--- src/rtl/uart_mapped_fifo.sv ---
// Byte-bus UART peripheral: TX/RX FIFOs, 8N1 serialisers, programmable divisor,
// loopback and a prioritised level interrupt.
module uart_mapped_fifo #(
  parameter int TX_DEPTH     = 16,
  parameter int RX_DEPTH     = 16,
  parameter int DIV_WIDTH    = 16,
  parameter int RESET_DIV    = 433,
  parameter int RX_IRQ_LEVEL = 1
) (
  input  logic       clock,
  input  logic       reset,
  input  logic       cs,
  input  logic       rd,
  input  logic       wr,
  input  logic [2:0] addr,
  input  logic [7:0] in_data,
  output logic [7:0] out_data,
  input  logic       rx_in,
  output logic       tx_out,
  output logic       irq,
  output logic [2:0] irq_id,
  output logic [1:0] dbg_tx_state,
  output logic [1:0] dbg_rx_state
);
  localparam int TXA = $clog2(TX_DEPTH);
  localparam int RXA = $clog2(RX_DEPTH);
  localparam logic [TXA:0] TX_FULL_LVL = (TXA+1)'(TX_DEPTH);
  localparam logic [RXA:0] RX_FULL_LVL = (RXA+1)'(RX_DEPTH);
  localparam logic [RXA:0] RX_IRQ_LVL  = (RXA+1)'(RX_IRQ_LEVEL);

  typedef enum logic [1:0] {S_IDLE, S_START, S_DATA, S_STOP} ser_state_t;

  // Bus access: one operation per strobe assertion, fired on the first clock where
  // cs and either strobe are low (write wins); read data lands on out_data a clock later.
  logic access, access_q, fire, do_wr, do_rd;
  assign access = !cs && (!rd || !wr);
  assign fire   = access && !access_q;
  assign do_wr  = fire && !wr;
  assign do_rd  = fire && wr;

  logic [5:0]           ctrl;
  logic [DIV_WIDTH-1:0] div;
  logic [15:0]          div_ext;
  logic                 rx_ovr, frame_err, tx_ovf;
  assign div_ext = 16'(div);

  // TX FIFO
  logic [7:0]     tx_mem [TX_DEPTH];
  logic [TXA-1:0] tx_wp, tx_rp;
  logic [TXA:0]   tx_cnt;
  logic           tx_empty, tx_full, tx_push, tx_pop;
  // RX FIFO
  logic [7:0]     rx_mem [RX_DEPTH];
  logic [RXA-1:0] rx_wp, rx_rp;
  logic [RXA:0]   rx_cnt;
  logic           rx_empty, rx_full, rx_push, rx_pop;

  ser_state_t           tx_state, rx_state;
  logic                 tx_line;
  logic [DIV_WIDTH-1:0] tx_bcnt, tx_div;
  logic [2:0]           tx_bit;
  logic [7:0]           tx_shift;
  logic                 tx_bit_end, tx_busy;

  logic                 rx_sync1, rx_sync2, rx_line, rx_prev;
  logic [DIV_WIDTH-1:0] rx_bcnt, rx_div, rx_half;
  logic [2:0]           rx_bit;
  logic [7:0]           rx_shift;
  logic                 rx_stop_sample;
  logic [DIV_WIDTH:0]   half_full;
  logic [DIV_WIDTH-1:0] half_m1;

  assign tx_empty = (tx_cnt == '0);
  assign tx_full  = (tx_cnt == TX_FULL_LVL);
  assign rx_empty = (rx_cnt == '0);
  assign rx_full  = (rx_cnt == RX_FULL_LVL);
  assign tx_busy  = (tx_state != S_IDLE);

  assign tx_push = do_wr && (addr == 3'd0) && !tx_full;
  assign tx_pop  = (tx_state == S_IDLE) && ctrl[0] && !tx_empty;
  assign rx_stop_sample = (rx_state == S_STOP) && (rx_bcnt == rx_div);
  assign rx_push = rx_stop_sample && !rx_full;
  assign rx_pop  = do_rd && (addr == 3'd0) && !rx_empty;

  assign tx_out       = ctrl[2] ? 1'b1 : tx_line;
  assign rx_line      = ctrl[2] ? tx_line : rx_sync2;
  assign dbg_tx_state = tx_state;
  assign dbg_rx_state = rx_state;

  // Start-bit wait of (DIV+1)/2 clocks, stored as a terminal count.
  assign half_full = ({1'b0, div} + (DIV_WIDTH+1)'(1)) >> 1;
  assign half_m1   = (half_full == '0) ? '0 : DIV_WIDTH'(half_full - (DIV_WIDTH+1)'(1));

  always_ff @(posedge clock) begin
    if (tx_push) tx_mem[tx_wp] <= in_data;
    if (rx_push) rx_mem[rx_wp] <= rx_shift;
  end

  always_ff @(posedge clock) begin
    if (!reset) begin
      tx_wp <= '0; tx_rp <= '0; tx_cnt <= '0;
      rx_wp <= '0; rx_rp <= '0; rx_cnt <= '0;
    end else begin
      if (tx_push) tx_wp <= tx_wp + 1'b1;
      if (tx_pop)  tx_rp <= tx_rp + 1'b1;
      if (tx_push && !tx_pop)      tx_cnt <= tx_cnt + 1'b1;
      else if (!tx_push && tx_pop) tx_cnt <= tx_cnt - 1'b1;
      if (rx_push) rx_wp <= rx_wp + 1'b1;
      if (rx_pop)  rx_rp <= rx_rp + 1'b1;
      if (rx_push && !rx_pop)      rx_cnt <= rx_cnt + 1'b1;
      else if (!rx_push && rx_pop) rx_cnt <= rx_cnt - 1'b1;
    end
  end

  assign tx_bit_end = (tx_bcnt == tx_div);

  always_ff @(posedge clock) begin
    if (!reset) begin
      tx_state <= S_IDLE;
      tx_line  <= 1'b1;
      tx_bcnt  <= '0;
      tx_div   <= '0;
      tx_bit   <= '0;
      tx_shift <= '0;
    end else begin
      if (tx_state != S_IDLE) tx_bcnt <= tx_bit_end ? '0 : tx_bcnt + 1'b1;
      unique case (tx_state)
        S_IDLE: if (tx_pop) begin
          tx_shift <= tx_mem[tx_rp];
          tx_div   <= div;
          tx_bcnt  <= '0;
          tx_line  <= 1'b0;
          tx_state <= S_START;
        end
        S_START: if (tx_bit_end) begin
          tx_line  <= tx_shift[0];
          tx_bit   <= '0;
          tx_state <= S_DATA;
        end
        S_DATA: if (tx_bit_end) begin
          if (tx_bit == 3'd7) begin
            tx_line  <= 1'b1;
            tx_state <= S_STOP;
          end else begin
            tx_bit   <= tx_bit + 1'b1;
            tx_shift <= tx_shift >> 1;
            tx_line  <= tx_shift[1];
          end
        end
        S_STOP: if (tx_bit_end) tx_state <= S_IDLE;
        default: tx_state <= S_IDLE;
      endcase
    end
  end

  always_ff @(posedge clock) begin
    if (!reset) begin
      rx_sync1 <= 1'b1;
      rx_sync2 <= 1'b1;
      rx_prev  <= 1'b1;
      rx_state <= S_IDLE;
      rx_bcnt  <= '0;
      rx_div   <= '0;
      rx_half  <= '0;
      rx_bit   <= '0;
      rx_shift <= '0;
    end else begin
      rx_sync1 <= rx_in;
      rx_sync2 <= rx_sync1;
      rx_prev  <= rx_line;
      unique case (rx_state)
        S_IDLE: if (ctrl[1] && rx_prev && !rx_line) begin
          rx_div   <= div;
          rx_half  <= half_m1;
          rx_bcnt  <= '0;
          rx_state <= S_START;
        end
        S_START: begin
          if (rx_bcnt == rx_half) begin
            rx_bcnt  <= '0;
            rx_bit   <= '0;
            rx_state <= rx_line ? S_IDLE : S_DATA;
          end else rx_bcnt <= rx_bcnt + 1'b1;
        end
        S_DATA: begin
          if (rx_bcnt == rx_div) begin
            rx_bcnt  <= '0;
            rx_shift <= {rx_line, rx_shift[7:1]};
            rx_bit   <= rx_bit + 1'b1;
            if (rx_bit == 3'd7) rx_state <= S_STOP;
          end else rx_bcnt <= rx_bcnt + 1'b1;
        end
        S_STOP: begin
          if (rx_stop_sample) rx_state <= S_IDLE;
          else rx_bcnt <= rx_bcnt + 1'b1;
        end
        default: rx_state <= S_IDLE;
      endcase
    end
  end

  // Sticky flags: a new event in the same clock as a clear keeps the flag set.
  always_ff @(posedge clock) begin
    if (!reset) begin
      rx_ovr <= 1'b0; frame_err <= 1'b0; tx_ovf <= 1'b0;
    end else begin
      if (rx_stop_sample && rx_full) rx_ovr <= 1'b1;
      else if (do_wr && addr == 3'd5 && in_data[4]) rx_ovr <= 1'b0;
      if (rx_stop_sample && !rx_line) frame_err <= 1'b1;
      else if (do_wr && addr == 3'd5 && in_data[5]) frame_err <= 1'b0;
      if (do_wr && addr == 3'd0 && tx_full) tx_ovf <= 1'b1;
      else if (do_wr && addr == 3'd5 && in_data[7]) tx_ovf <= 1'b0;
    end
  end

  logic [7:0] status, rd_mux;
  logic       err_p, rx_p, tx_p;
  assign status = {tx_ovf, tx_busy, frame_err, rx_ovr, tx_full, tx_empty, rx_full, !rx_empty};
  assign err_p  = ctrl[5] && (rx_ovr || frame_err || tx_ovf);
  assign rx_p   = ctrl[3] && (rx_cnt >= RX_IRQ_LVL);
  assign tx_p   = ctrl[4] && tx_empty && !tx_busy;

  always_comb begin
    rd_mux = '0;
    unique case (addr)
      3'd0: rd_mux = rx_empty ? 8'h00 : rx_mem[rx_rp];
      3'd1: rd_mux = status;
      3'd2: rd_mux = {2'b00, ctrl};
      3'd3: rd_mux = div_ext[7:0];
      3'd4: rd_mux = div_ext[15:8];
      3'd5: rd_mux = {5'b0, irq_id};
      3'd6: rd_mux = 8'(rx_cnt);
      3'd7: rd_mux = 8'(tx_cnt);
      default: rd_mux = '0;
    endcase
  end

  always_ff @(posedge clock) begin
    if (!reset) begin
      access_q <= 1'b0;
      ctrl     <= '0;
      div      <= DIV_WIDTH'(RESET_DIV);
      out_data <= '0;
      irq      <= 1'b0;
      irq_id   <= '0;
    end else begin
      access_q <= access;
      if (do_wr) begin
        unique case (addr)
          3'd2: ctrl <= in_data[5:0];
          3'd3: div  <= DIV_WIDTH'({div_ext[15:8], in_data});
          3'd4: div  <= DIV_WIDTH'({in_data, div_ext[7:0]});
          default: ;
        endcase
      end
      if (do_rd) out_data <= rd_mux;
      irq    <= err_p || rx_p || tx_p;
      irq_id <= err_p ? 3'd1 : rx_p ? 3'd2 : tx_p ? 3'd3 : 3'd0;
    end
  end
endmodule

--- config.mk ---
export PLATFORM = sky130hd
export DESIGN_NAME = uart_mapped_fifo
export DESIGN_NICKNAME = d
export VERILOG_FILES = /design/src/rtl/uart_mapped_fifo.sv
export SDC_FILE = /design/constraint.sdc
export NUM_CORES = 1
export LEC_CHECK = 0
export CAP_MARGIN = 10
export CORE_MARGIN = 1
export CORE_UTILIZATION = 50
export CTS_CLUSTER_SIZE = 10
export DETAILED_ROUTE_END_ITERATION = 7
export HOLD_SLACK_MARGIN = 0.02
export PLACE_DENSITY = 0.77
export SETUP_SLACK_MARGIN = 0.3
export SLEW_MARGIN = 20
export SYNTH_ARGS = -nofsm -noshare
export SYNTH_HDL_FRONTEND = slang
export SYNTH_SLANG_ARGS = --single-unit
--- constraint.sdc ---
create_clock -name clock -period 5 [get_ports clock]
set_clock_uncertainty 0.1 [all_clocks]
set_input_delay 1 -clock clock [delete_from_list [all_inputs] [get_ports clock]]
set_output_delay 1 -clock clock [all_outputs]
set_load 0.01 [all_outputs]
; Yosys cells after proc, flatten, opt, wreduce, memory -nomap -nowiden
; Memories as Yosys holds them, arrays and structs flattened. A register that Yosys moved wholly into a read port is not among the register bits.
; Cells that the tools add are included.
[word_totals]
output_inout_bits = 17
n_memories = 2
ff_bits = 174
mem_bits_rw = 256
[classes]
reduce_logical = 79
addsub = 14
n_mux = 65
n_eq_ne = 32
n_lt_le_gt_ge = 1
n_bitwise = 3
[memory_table]
columns = name, words, word_bits, rd, rd_ports_with_merged_regs, wr, line
row1 = rx_mem, 16, 8, 1, 1, 1, 53  ; logic [7:0] rx_mem [RX_DEPTH];
row2 = tx_mem, 16, 8, 1, 1, 1, 48  ; logic [7:0] tx_mem [TX_DEPTH];
[op_table]
columns = operator, count
row1 = two-way mux 16 bit, 9
row2 = case mux 16 bit (4 select lines), 1
row3 = case mux 8 bit (8 select lines), 1
row4 = equality test 16 bit, 3
row5 = adder 16 x 1 -> 16 bit (second input constant), 2
row6 = two-way mux 8 bit, 4
row7 = case mux 16 bit (2 select lines), 1
row8 = logical AND 1 bit, 29
row9 = two-way mux 2 bit, 13
row10 = != test 2 bit (second input constant), 12
row11 = two-way mux 5 bit, 4
row12 = equality test 3 bit (second input constant), 6
row13 = nonzero test 2 bit, 9
row14 = adder 16 x 1 -> 17 bit (second input constant), 1
row15 = zero test 17 bit, 1
row16 = two-way mux 1 bit, 17
row17 = adder 4 x 1 -> 4 bit (second input constant), 4
row18 = two-way mux 4 bit, 4
row19 = case mux 2 bit (4 select lines), 2
row20 = case mux 8 bit (2 select lines), 1
row21 = subtractor 16 x 1 -> 16 bit (second input constant), 1
row22 = two-way mux 3 bit, 5
row23 = zero test 1 bit, 14
row24 = case mux 3 bit (2 select lines), 2
row25 = other kinds (22), 48

; Depth between registers and ports, before layout
; Gate-level depths: netlist (run 1).
[depth]
word_depth = 11
ltp_mapped = 15
depth_no_buf = 13

; Least setup slack after synthesis (run 1)
; Ideal clock, no wire load.
[synth_path]
path_type = input to register
start = input port addr[0]
end = register tx_cnt[4]
required_time_ns = 4.830
setup_slack_ns = 1.350
setup_time_ns = 0.070
arrival_ns = 3.480
cell_stages = 11
n_path_buf = 0
cell_sequence = nor4_2 -> nand2_1 -> a21oi_2 -> ha_1 -> inv_1 -> fa_1 -> a21o_1 -> a21oi_1 -> xnor2_1 -> or3_1 -> a21oi_1
[synth_via]
elab_chain_cells = 6
word_cells_on_any_way = 8
cone_classes = mux: 1 / reduce/logical: 7
[synth_rtl]
columns = item, line
row1 = "start, declared", 15  ; input logic [2:0] addr,
row2 = zero test 3 bit (*), 79  ; assign tx_push = do_wr && (addr == 3'd0) && !tx_full;
row3 = logical AND 1 bit (*) (2 in a row), 79
row4 = via tx_push, 51  ; logic tx_empty, tx_full, tx_push, tx_pop;
row5 = zero test 1 bit, 107  ; else if (!tx_push && tx_pop) tx_cnt <= tx_cnt - 1'b1;
row6 = logical AND 1 bit, 107
row7 = nonzero test 2 bit (no source line), n/a
row8 = "end signal, assigned", 106  ; if (tx_push && !tx_pop) tx_cnt <= tx_cnt + 1'b1;
row9 = "end signal, assigned", 107
row10 = "end, declared", 50  ; logic [TXA:0] tx_cnt;
; The timed path passes the listed nets; every way through them passes the cells marked *.
; A chain may end at the register's enable or synchronous reset.

; Worst setup path in the final report (run 1)
[layout_path]
start = input port wr
end = register tx_cnt[4]
[layout_via]
elab_chain_cells = 10
word_cells_on_any_way = 12
cone_classes = mux: 1 / reduce/logical: 11
[layout_rtl]
columns = item, line
row1 = "start, declared", 14  ; input logic wr,
row2 = zero test 1 bit (*), "36, 38"
row3 = logical OR 1 bit, 36  ; assign access = !cs && (!rd || !wr);
row4 = logical AND 1 bit, 36
row5 = logical AND 1 bit, 37  ; assign fire = access && !access_q;
row6 = logical AND 1 bit (*), 38  ; assign do_wr = fire && !wr;
row7 = logical AND 1 bit (*) (2 in a row), 79
row8 = via tx_push, 51
row9 = zero test 1 bit, 107
row10 = logical AND 1 bit, 107
row11 = nonzero test 2 bit (no source line), n/a
; Marked as above.

==> flow_metrics.tcl, run 1 <==
set metrics [dict create \
    max_freq_mhz 267 \
    core_area_um2 37700 \
    std_cell_rows 71 \
    io-pin-count 34 \
    post_synthesis_async_set_or_reset_flop_share 0 \
    worst-slew-pin-transition_ns 0.986 \
    nature_of_the_critical_path_endpoint "flip-flop" \
    cts_hold_buf 0 \
    route.final.wire_length_um 42000 \
    place.detailed.instances 2013 \
    maximum_number_of_pins_on_one_net_before_global_route_repair 86 \
    cts_setup_buffers 0 \
    worstSkewPairLatency_ns 0.60 \
    crit_arrival_ns 4.17 \
    mostFrequentLayoutCell "edfxtp_1" \
    finalCritPeriodShare 0.749 \
    dr_total_vias 12100 \
    maxSlewViolCount 0 \
    cpMostUsedCell "a21oi_1" \
    period_needed_ns 3.74 \
    netlist-cell-type-count 79 \
    final_layout_size_suffix_gt1_frac 0.124 \
    worst_slew_margin_rel 0.339 \
    startpoint_type "primary input" \
    tritoncts "yes" \
    power-per-cell-area_nw_per_um2 354 \
    initial_core_util 0.508 \
    power_leakage_nw 7.07 \
    detailed_place_hpwl_um 26900 \
    track_usage 0.219 \
    synth_cells 1541 \
    die-area_um2 39100 \
    clock_transition_at_the_register_clock_pins_on_the_worst_setup_and_hold_paths_after_cts_ns 0.06 \
    cts_buffers 50 \
    worstPathMaxFanout 8 \
    clock_path_buffers 3 \
    antenna-diode-count 0 \
    drt_pre_antenna_iters 7 \
    postCtsResizedCells 0 \
    setup_viol 0 \
    htree_num_levels 2 \
    worst_ir_drop_vdd_mv 0.254 \
    grt_pass1_vias 12100 \
    drt-wirelength-per-cell_um 20.0 \
    first_pass_grt_wire_length_um 66000 \
    ys_seq_elements 437 \
    drc 0 \
    max_stage_delay_ns 0.59 \
    most_used_cells_in_the_layout_excluding_fill_and_tap_cells "256 x edfxtp_1, 178 x dfxtp_1, 166 x nand2_1" \
    nets 1604 \
    timing.critical_path.cells "clkdlybuf4s50_1, nor4_2, nand2_1, a21oi_2, ha_1, inv_1, fa_1, a21o_1, a21oi_1, xnor2_1, or3_1, a21oi_1" \
    area.growth.synth_to_final_pct 11.8 \
    ys_dominant_reg_cell "edfxtp_1" \
    grt_setup_unrepaired "no" \
    hold_viol 0 \
    port_buffers 32 \
    antenna_violating_nets_post_route 0 \
    synth.cell_area_um2 19100 \
    cts.sink_count 437 \
    setup.worst_path.class "primary input to flip-flop" \
    setup-tns-final_ns 0 \
    synth_edf_count 256 \
    syn_avg_cell_area_um2 12.4 \
    1st_iter_drt_viols 977 \
    synth.yosys.seq_area_share 0.591 \
    routed_via_density 5.78 \
    antenna_violations_before_repair 0 \
    max_cap_violation_count 0 \
    finalWeightedCongestion 0.877 \
    yosysWarningCount 0 \
    status "finished clean" \
    die_y_um 198 \
    grt_overflow_total 0 \
    synthesis.nets 1591 \
    clock-root-buffer "clkbuf_16" \
    die_width_um 198 \
    critical_path_required_ns 5.42 \
    worst_path_max_delay_cell "clkdlybuf4s50_1" \
    min_path_type "flip-flop to flip-flop" \
    layoutNonFillerInstCount 2098 \
]
-- routing by layer --
metal | up-vias | global-route usage | wire length (um)
met5 | - | 0 | 0
met4 | 0 | 0.0904 | 1120
li1 | 5693 | - | -
met1 | 6031 | 0.290 | 18200
met3 | 72 | 0.0307 | 1880
met2 | 323 | 0.364 | 20800
-- where the power goes --
| part | total (W) | switching, W | internal [W] |
|---|---|---|---|
| logic | 0.000322 | 0.000206 | 0.000116 |
| registers | 0.00387 | 0.0000376 | 0.00383 |
| clock network | 0.00338 | 0.00142 | 0.00196 |
-- path summary, 6_finish.rpt --
path / start / to / slack [ns] / depth (start not counted)
max: wr / tx_cnt[4]$_SDFFE_PN0P_ / 1.26 / 12
min: rx_sync1$_SDFF_PN1_ / rx_sync2$_SDFF_PN1_ / 0.32 / 1
max reg2reg: rx_bcnt[1]$_SDFFE_PN0P_ / rx_mem[2][4]$_DFFE_PP_ / 1.27 / 7
min reg2reg: rx_sync1$_SDFF_PN1_ / rx_sync2$_SDFF_PN1_ / 0.32 / 1
-- cell families (layout without fill, tap and decap cells) --
| logic type | count (synthesis) | in the layout | share of synthesized area |
|---|---|---|---|
| XOR/XNOR | 115 | 115 | 0.0526 |
| AO/OA/AOI/OAI | 225 | 225 | 0.0765 |
| buffers and inverters | 120 | 166 | 0.0265 |
| AND/OR/NAND/NOR | 488 | 488 | 0.120 |
| flip-flops | 437 | 437 | 0.591 |
| other | 1 | 1 | 0.000196 |
| adder cells (fa/ha/maj) | 33 | 33 | 0.0220 |
| multiplexers | 122 | 122 | 0.111 |
-- area by class of cell --
| type | count | area, um2 |
|---|---|---|
| Fill cell | 2952 | 16300 |
| Sequential cell | 437 | 11300 |
| Multi-Input combinational cell | 984 | 7330 |
| Clock buffer | 81 | 1400 |
| Tap cell | 511 | 639 |
| Timing Repair Buffer | 59 | 523 |
| Clock inverter | 4 | 110 |
| Inverter | 22 | 85.1 |
-- stage by stage --
| step | hold slack (ns) | power (W) | worst slack [ns] | cell area, um2 | util |
|---|---|---|---|---|---|
| after floorplan | 0.286 | 0.00413 | 1.35 | 19100 | - |
| after CTS | 0.328 | 0.00763 | 1.30 | 21400 | 0.568 |
| after detailed placement | 0.304 | 0.00426 | 0.686 | 19900 | 0.528 |
| final | 0.322 | 0.00757 | 1.26 | 21400 | 0.568 |
| after global routing | 0.333 | 0.00779 | 1.02 | 21400 | 0.568 |
| after global placement | 0.304 | 0.00425 | 0.771 | 19900 | 0.528 |
-- state kept, by name, indices dropped and copies added (netlist names), 5 cells and up, named ones only --
register  cells
tx_mem      128
tx_cnt        5
rx_mem      128
tx_bcnt      16
rx_bcnt      16
rx_div       16
rx_shift      8
tx_div       16
ctrl          6
out_data      8
div          16
rx_cnt        5
rx_half      16
tx_shift      8
-- worst max-delay path: cells and delay by family --
kind	cells	cell delay, ns
XOR/XNOR	1	0.09
AO/OA/AOI/OAI	4	0.89
adder cells (fa/ha/maj)	2	0.70
AND/OR/NAND/NOR	3	0.76
buffers and inverters	2	0.70
-- cells in the mapped netlist, drive strengths merged, types with 3 or more instances --
| library cell | count | share of area |
|---|---|---|
| nor4 | 17 | 0.0086 |
| xnor2 | 47 | 0.022 |
| o211ai | 8 | 0.0031 |
| nand3b | 3 | 0.0012 |
| a221oi | 6 | 0.0027 |
| and2 | 6 | 0.0021 |
| mux4 | 71 | 0.084 |
| and4 | 3 | 0.0014 |
| clkbuf | 67 | 0.013 |
| mux2i | 41 | 0.021 |
| dfxtp | 181 | 0.19 |
| mux2 | 10 | 0.0059 |
| a311oi | 5 | 0.0023 |
| and3 | 10 | 0.0035 |
| a211oi | 19 | 0.0077 |
| a32o | 5 | 0.0026 |
| nand2b | 13 | 0.0042 |
| nor2b | 11 | 0.0036 |
| nand3 | 52 | 0.014 |
| a31oi | 11 | 0.0044 |
| a22oi | 16 | 0.0063 |
| ha | 32 | 0.021 |
| nor2 | 150 | 0.029 |
| inv | 21 | 0.0041 |
| o21ai | 32 | 0.0084 |
| nor3 | 16 | 0.0047 |
| edfxtp | 256 | 0.40 |
| or2 | 3 | 0.00098 |
| nand2 | 167 | 0.033 |
| or3 | 9 | 0.0029 |
| a22o | 4 | 0.0018 |
| xor2 | 68 | 0.031 |
| nand4 | 21 | 0.0075 |
| buf | 31 | 0.0090 |
| a31o | 3 | 0.0014 |
| a21oi | 94 | 0.025 |
Note: power is estimated with default switching activity, not from simulation.
==> run 2, diff against run 1 <==
--- a/config.mk
+++ b/config.mk
@@ -11,7 +11,7 @@
 export CTS_CLUSTER_SIZE = 10
 export DETAILED_ROUTE_END_ITERATION = 7
 export HOLD_SLACK_MARGIN = 0.02
-export PLACE_DENSITY = 0.77
+export PLACE_DENSITY = 0.8
 export SETUP_SLACK_MARGIN = 0.3
 export SLEW_MARGIN = 20
 export SYNTH_ARGS = -nofsm -noshare
==> constraint.sdc (replaced) <==
create_clock -name clock -period 3.3 [get_ports clock]
set_clock_uncertainty 0.1 [all_clocks]
set_input_delay 0.66 -clock clock [delete_from_list [all_inputs] [get_ports clock]]
set_output_delay 0.66 -clock clock [all_outputs]
set_load 0.01 [all_outputs]
==> flow_metrics.tcl, run 2 (same netlist as run 1, synthesis figures left out) <==
set metrics [dict create \
    status "finished clean" \
    cell_internal_pwr_w 0.00885 \
    most_used_cells_in_the_layout_excluding_fill_and_tap_cells "256 x edfxtp_1, 179 x dfxtp_1, 166 x nand2_1" \
    first_pass_grt_wire_length_um 69100 \
    cpMostUsedCell "buf_4" \
    setup_viol 0 \
    dr_total_vias 12700 \
    timing.critical_path.cells "xor2_1, nor4_2, nand4_1, buf_4, nor4_4, buf_4, ha_1, buf_4, a41oi_1, or3_1, a21oi_1" \
    worst_ir_drop_vdd_mv 0.512 \
    maxSlewViolCount 0 \
    initial_core_util 0.508 \
    die_y_um 198 \
    port_buffers 32 \
    detailed_place_hpwl_um 29000 \
    drc 0 \
    fin_total_pwr_w 0.0113 \
    max_stage_delay_ns 0.44 \
    crit_arrival_ns 3.29 \
    place_area_um2 20400 \
    clock_path_buffers 3 \
    mostFrequentLayoutCell "edfxtp_1" \
    min_path_type "flip-flop to flip-flop" \
    final_layout_size_suffix_gt1_frac 0.162 \
    reg_top3 "rx_mem (128), tx_mem (128)" \
    1st_iter_drt_viols 1134 \
    nature_of_the_critical_path_endpoint "flip-flop" \
    area.growth.synth_to_final_pct 14.5 \
    finalWeightedCongestion 0.888 \
    worst_hold_slack_ns 0.318 \
    critical_path_required_ns 3.70 \
    postLayoutCellArea_um2 21900 \
    net_sw_frac 0.218 \
    tritoncts "yes" \
    drt-wirelength-per-cell_um 20.4 \
    io-pin-count 34 \
    std_cell_rows 71 \
    worstSkewPairLatency_ns 0.58 \
    max_freq_mhz 346 \
    setup.worst_path.class "flip-flop to flip-flop" \
    drt_pre_antenna_iters 5 \
    grt_pass1_vias 12500 \
    grt_overflow_total 0 \
    antenna_violations_before_repair 3 \
    startpoint_type "flip-flop" \
    core_area_um2 37700 \
    comb_power_share 0.047 \
    htree_num_levels 2 \
    worst_slew_margin_rel 0.318 \
    maximum_number_of_pins_on_one_net_before_global_route_repair 70 \
    track_usage 0.228 \
    clock-root-buffer "clkbuf_16" \
    grt_setup_unrepaired "no" \
    switchingPower_w 0.00246 \
    critical_path.startpoint "rx_bcnt[8]$_SDFFE_PN0P_" \
    worstReg2RegStart "rx_bcnt[8]$_SDFFE_PN0P_" \
    finalCritPeriodShare 0.876 \
    clock_transition_at_the_register_clock_pins_on_the_worst_setup_and_hold_paths_after_cts_ns 0.06 \
    worst-slew-pin-transition_ns 1.02 \
    worstPathMaxFanout 8 \
    power.clock.fraction 0.436 \
    max_cap_violation_count 0 \
    hp-start "rx_sync1$_SDFF_PN1_" \
    worst_path_max_delay_cell "dfxtp_1" \
    power-per-cell-area_nw_per_um2 516 \
    cts_buffers 50 \
    die-area_um2 39100 \
    power_leakage_nw 7.40 \
    cts.sink_count 437 \
    die_width_um 198 \
    routed_via_density 5.87 \
    period_needed_ns 2.89 \
    antenna_violating_nets_post_route 0 \
    cts_hold_buf 0 \
    hold_viol 0 \
    nets 1665 \
    route.final.wire_length_um 44100 \
    power_frac_seq 0.518 \
]
==> run 2: changes by cell type in the layout (fill, tap and decap cells not counted), sizes merged <==
cell | before | now
buf | 27 | 88
clkbuf | 81 | 78
clkinv | 3 | 4
bufinv | 1 | 0
diode | 0 | 1
clkinvlp | 0 | 1
==> run 2: worst paths after layout <==
check | to | slack (ns) | cells past startpoint
worst max-delay path | rx_cnt[4]$_SDFFE_PN0P_ | 0.41 | 11
worst min register to register | rx_sync2$_SDFF_PN1_ | 0.32 | 1
worst max register to register | rx_cnt[4]$_SDFFE_PN0P_ | 0.41 | 11
worst min-delay path | rx_sync2$_SDFF_PN1_ | 0.32 | 1
==> run 2: timing repair <==
item / in CTS / in global routing
endpoints found under the setup margin: 0 / 19
resized for setup: 0 / 5
setup buffers: 0 / 2
hold endpoints to repair: 0 / 0
==> run 2: layout make-up <==
cell class / count / area [um2]
inverter: 22 / 85.1
tap: 511 / 639
sequential: 437 / 11300
fill: 2901 / 15700
clock inverter: 5 / 67.6
antenna: 1 / 2.50
timing repair buffer: 120 / 1030
clock buffer: 78 / 1380
multi-input combinational: 984 / 7410
==> run 2: per-layer routing <==
metal / global-route usage / vias to the layer above / part of all wire
li1: - / 5824 / -
met1: 0.299 / 6268 / 0.41
met2: 0.385 / 469 / 0.50
met3: 0.0341 / 96 / 0.060
met4: 0.0835 / 2 / 0.030
met5: 0 / - / 0.00029
==> run 2: through the flow <==
step	utilization	setup TNS (ns)	setup WS (ns)	cells
global route	0.582	0	0.278	2157
floorplan	-	0	0.308	1541
global placement	0.542	0	0.00871	2072
finish	0.582	0	0.410	2158
detailed placement	0.542	-0.0712	-0.0712	2072
CTS	0.581	0	0.321	2155
==> run 2: critical path: cells and delay by family (launching register included) <==
family,cells,cell delay [ns]
AOI/OAI and AO/OA,2,0.28
buffers and inverters,3,0.57
DFF,1,0.44
and+or+nand+nor,4,1.11
adders and majority gates,1,0.19
xor gates and xnor gates,1,0.12
==> run 2: power by group through the flow <==
stage / Combinational (W) / Clock, W / Sequential (W)
floorplan: 0.000317 / 0 / 0.00595
global placement: 0.000504 / 0 / 0.00596
detailed placement: 0.000521 / 0 / 0.00597
CTS: 0.000527 / 0.00499 / 0.00585
global route: 0.000583 / 0.00521 / 0.00586
finish: 0.000529 / 0.00493 / 0.00585
==> run 3, diff against run 2 <==
--- a/config.mk
+++ b/config.mk
@@ -5,13 +5,11 @@
 export SDC_FILE = /design/constraint.sdc
 export NUM_CORES = 1
 export LEC_CHECK = 0
-export CAP_MARGIN = 10
-export CORE_MARGIN = 1
 export CORE_UTILIZATION = 50
 export CTS_CLUSTER_SIZE = 10
 export DETAILED_ROUTE_END_ITERATION = 7
 export HOLD_SLACK_MARGIN = 0.02
-export PLACE_DENSITY = 0.8
+export PLACE_DENSITY = 0.69
 export SETUP_SLACK_MARGIN = 0.3
 export SLEW_MARGIN = 20
 export SYNTH_ARGS = -nofsm -noshare
==> flow_metrics.tcl, run 3 (same netlist as run 1, synthesis figures left out) <==
set metrics [dict create \
    place_area_um2 20500 \
    hold_viol 0 \
    maxSlewViolCount 0 \
    met1Wirelength_um 18800 \
    clock_path_buffers 3 \
    cts_buffers 50 \
    grt_overflow_total 0 \
    worst_slew_margin_rel 0.400 \
    clock_transition_at_the_register_clock_pins_on_the_worst_setup_and_hold_paths_after_cts_ns 0.06 \
    antenna_violating_nets_post_route 0 \
    crit_family "simple AND/OR/NAND/NOR gates" \
    layoutNonFillerInstCount 2166 \
    finalCritPeriodShare 0.848 \
    max_stage_delay_ns 0.48 \
    dr_total_vias 12300 \
    1st_iter_drt_viols 797 \
    core_area_um2 37700 \
    worstSkewPairLatency_ns 0.59 \
    std_cell_rows 71 \
    drt-wirelength-per-cell_um 19.5 \
    fin_total_pwr_w 0.0114 \
    nets 1672 \
    power-per-cell-area_nw_per_um2 518 \
    routed_via_density 5.67 \
    worst_ir_drop_vdd_mv 0.544 \
    crit_arrival_ns 3.21 \
    track_usage 0.224 \
    bufs_and_invs_on_worst_path 3 \
    timing.critical_path.cells "xor2_1, nor4_2, nand4_1, buf_4, nor4_4, buf_4, ha_1, buf_4, a41oi_1, or3_1, a21oi_1" \
    first_pass_grt_wire_length_um 67600 \
    port_buffers 32 \
    route.final.wire_length_um 42300 \
    die_y_um 198 \
    max_cap_violation_count 0 \
    max_freq_mhz 357 \
    nature_of_the_critical_path_endpoint "flip-flop" \
    postLayoutCellArea_um2 22000 \
    worstPathMaxFanout 8 \
    detailed_place_hpwl_um 28500 \
    setup_viol 0 \
    status "finished clean" \
    most_used_cells_in_the_layout_excluding_fill_and_tap_cells "256 x edfxtp_1, 177 x dfxtp_1, 166 x nand2_1" \
    drt_pre_antenna_iters 5 \
    cpMostUsedCell "buf_4" \
    final_util 0.584 \
    io-pin-count 34 \
    grt_pass1_vias 12300 \
    routed-wl-met2_um 20600 \
    die-area_um2 39100 \
    critical_path_required_ns 3.71 \
    die_width_um 198 \
    cts.sink_count 437 \
    worst_path_max_delay_cell "dfxtp_1" \
    startpoint_type "flip-flop" \
    drc 0 \
    htree_num_levels 2 \
    initial_core_util 0.508 \
    period_needed_ns 2.80 \
    final_layout_size_suffix_gt1_frac 0.166 \
    antenna-diode-count 0 \
    route.met3.wl_um 1920 \
    setup-tns-final_ns 0 \
    maximum_number_of_pins_on_one_net_before_global_route_repair 75 \
    reg_top3 "rx_mem (128), tx_mem (128)" \
    worst-slew-pin-transition_ns 0.898 \
    grt_setup_unrepaired "yes" \
    power_leakage_nw 7.44 \
    tritoncts "yes" \
    min_path_type "flip-flop to flip-flop" \
    finalWeightedCongestion 0.882 \
    highest_layer "met4" \
    antenna_violations_before_repair 0 \
    area.growth.synth_to_final_pct 14.9 \
    setup.worst_path.class "flip-flop to flip-flop" \
    place.detailed.instances 2079 \
    mostFrequentLayoutCell "edfxtp_1" \
    clock-root-buffer "clkbuf_16" \
]
==> run 3: cell types whose count changed in the layout (fill, tap and decap cells not counted), moves of 2 or more <==
cell      change
buf_4         +9
clkbuf_1      +3
buf_12        -2
dfxtp_1       -2
dfxtp_2       +2
==> run 3: power breakdown <==
group / switching (W) / internal [W] / leakage [nW]
sequential: 0.0000535 / 0.00580 / 3.80
clock: 0.00210 / 0.00291 / 0.704
combinational: 0.000327 / 0.000199 / 2.93
total: 0.00248 / 0.00891 / 7.44
==> run 3: timing repair <==
item / 4_1_cts / 5_1_grt
hold buffers: 0 / 0
buffers inserted: 0 / 2
endpoints found under the setup margin: 0 / 57
resized for setup: 0 / 8
==> run 3: final timing paths <==
| check | to | start | slack, ns | cells after the start |
|---|---|---|---|---|
| setup / recovery | rx_cnt[4]$_SDFFE_PN0P_ | rx_bcnt[10]$_SDFFE_PN0P_ | 0.50 | 11 |
| hold / removal | rx_sync2$_SDFF_PN1_ | rx_sync1$_SDFF_PN1_ | 0.31 | 1 |
| setup reg to reg | rx_cnt[4]$_SDFFE_PN0P_ | rx_bcnt[10]$_SDFFE_PN0P_ | 0.50 | 11 |
| hold reg to reg | rx_sync2$_SDFF_PN1_ | rx_sync1$_SDFF_PN1_ | 0.31 | 1 |
==> run 3: per-layer routing <==
metal | global-route usage | vias to the layer above
met5 | 0 | -
met4 | 0.0683 | 0
met3 | 0.0423 | 57
met2 | 0.368 | 279
met1 | 0.302 | 6120
li1 | - | 5831
==> run 3: layout make-up <==
type	instances	area, um2
clock inverter	3	65.1
sequential	437	11300
inverter	22	85.1
multi-input combinational	984	7410
timing repair buffer	127	1060
clock buffer	82	1410
fill	3043	15700
tap	511	639
==> run 3: per-stage QoR <==
step                      hold slack (ns)  worst slack, ns
after global routing                0.329            0.248
after global placement              0.303          -0.0330
after floorplan                     0.286            0.308
after detailed placement            0.301          -0.0563
final                               0.310            0.502
after CTS                           0.313            0.347
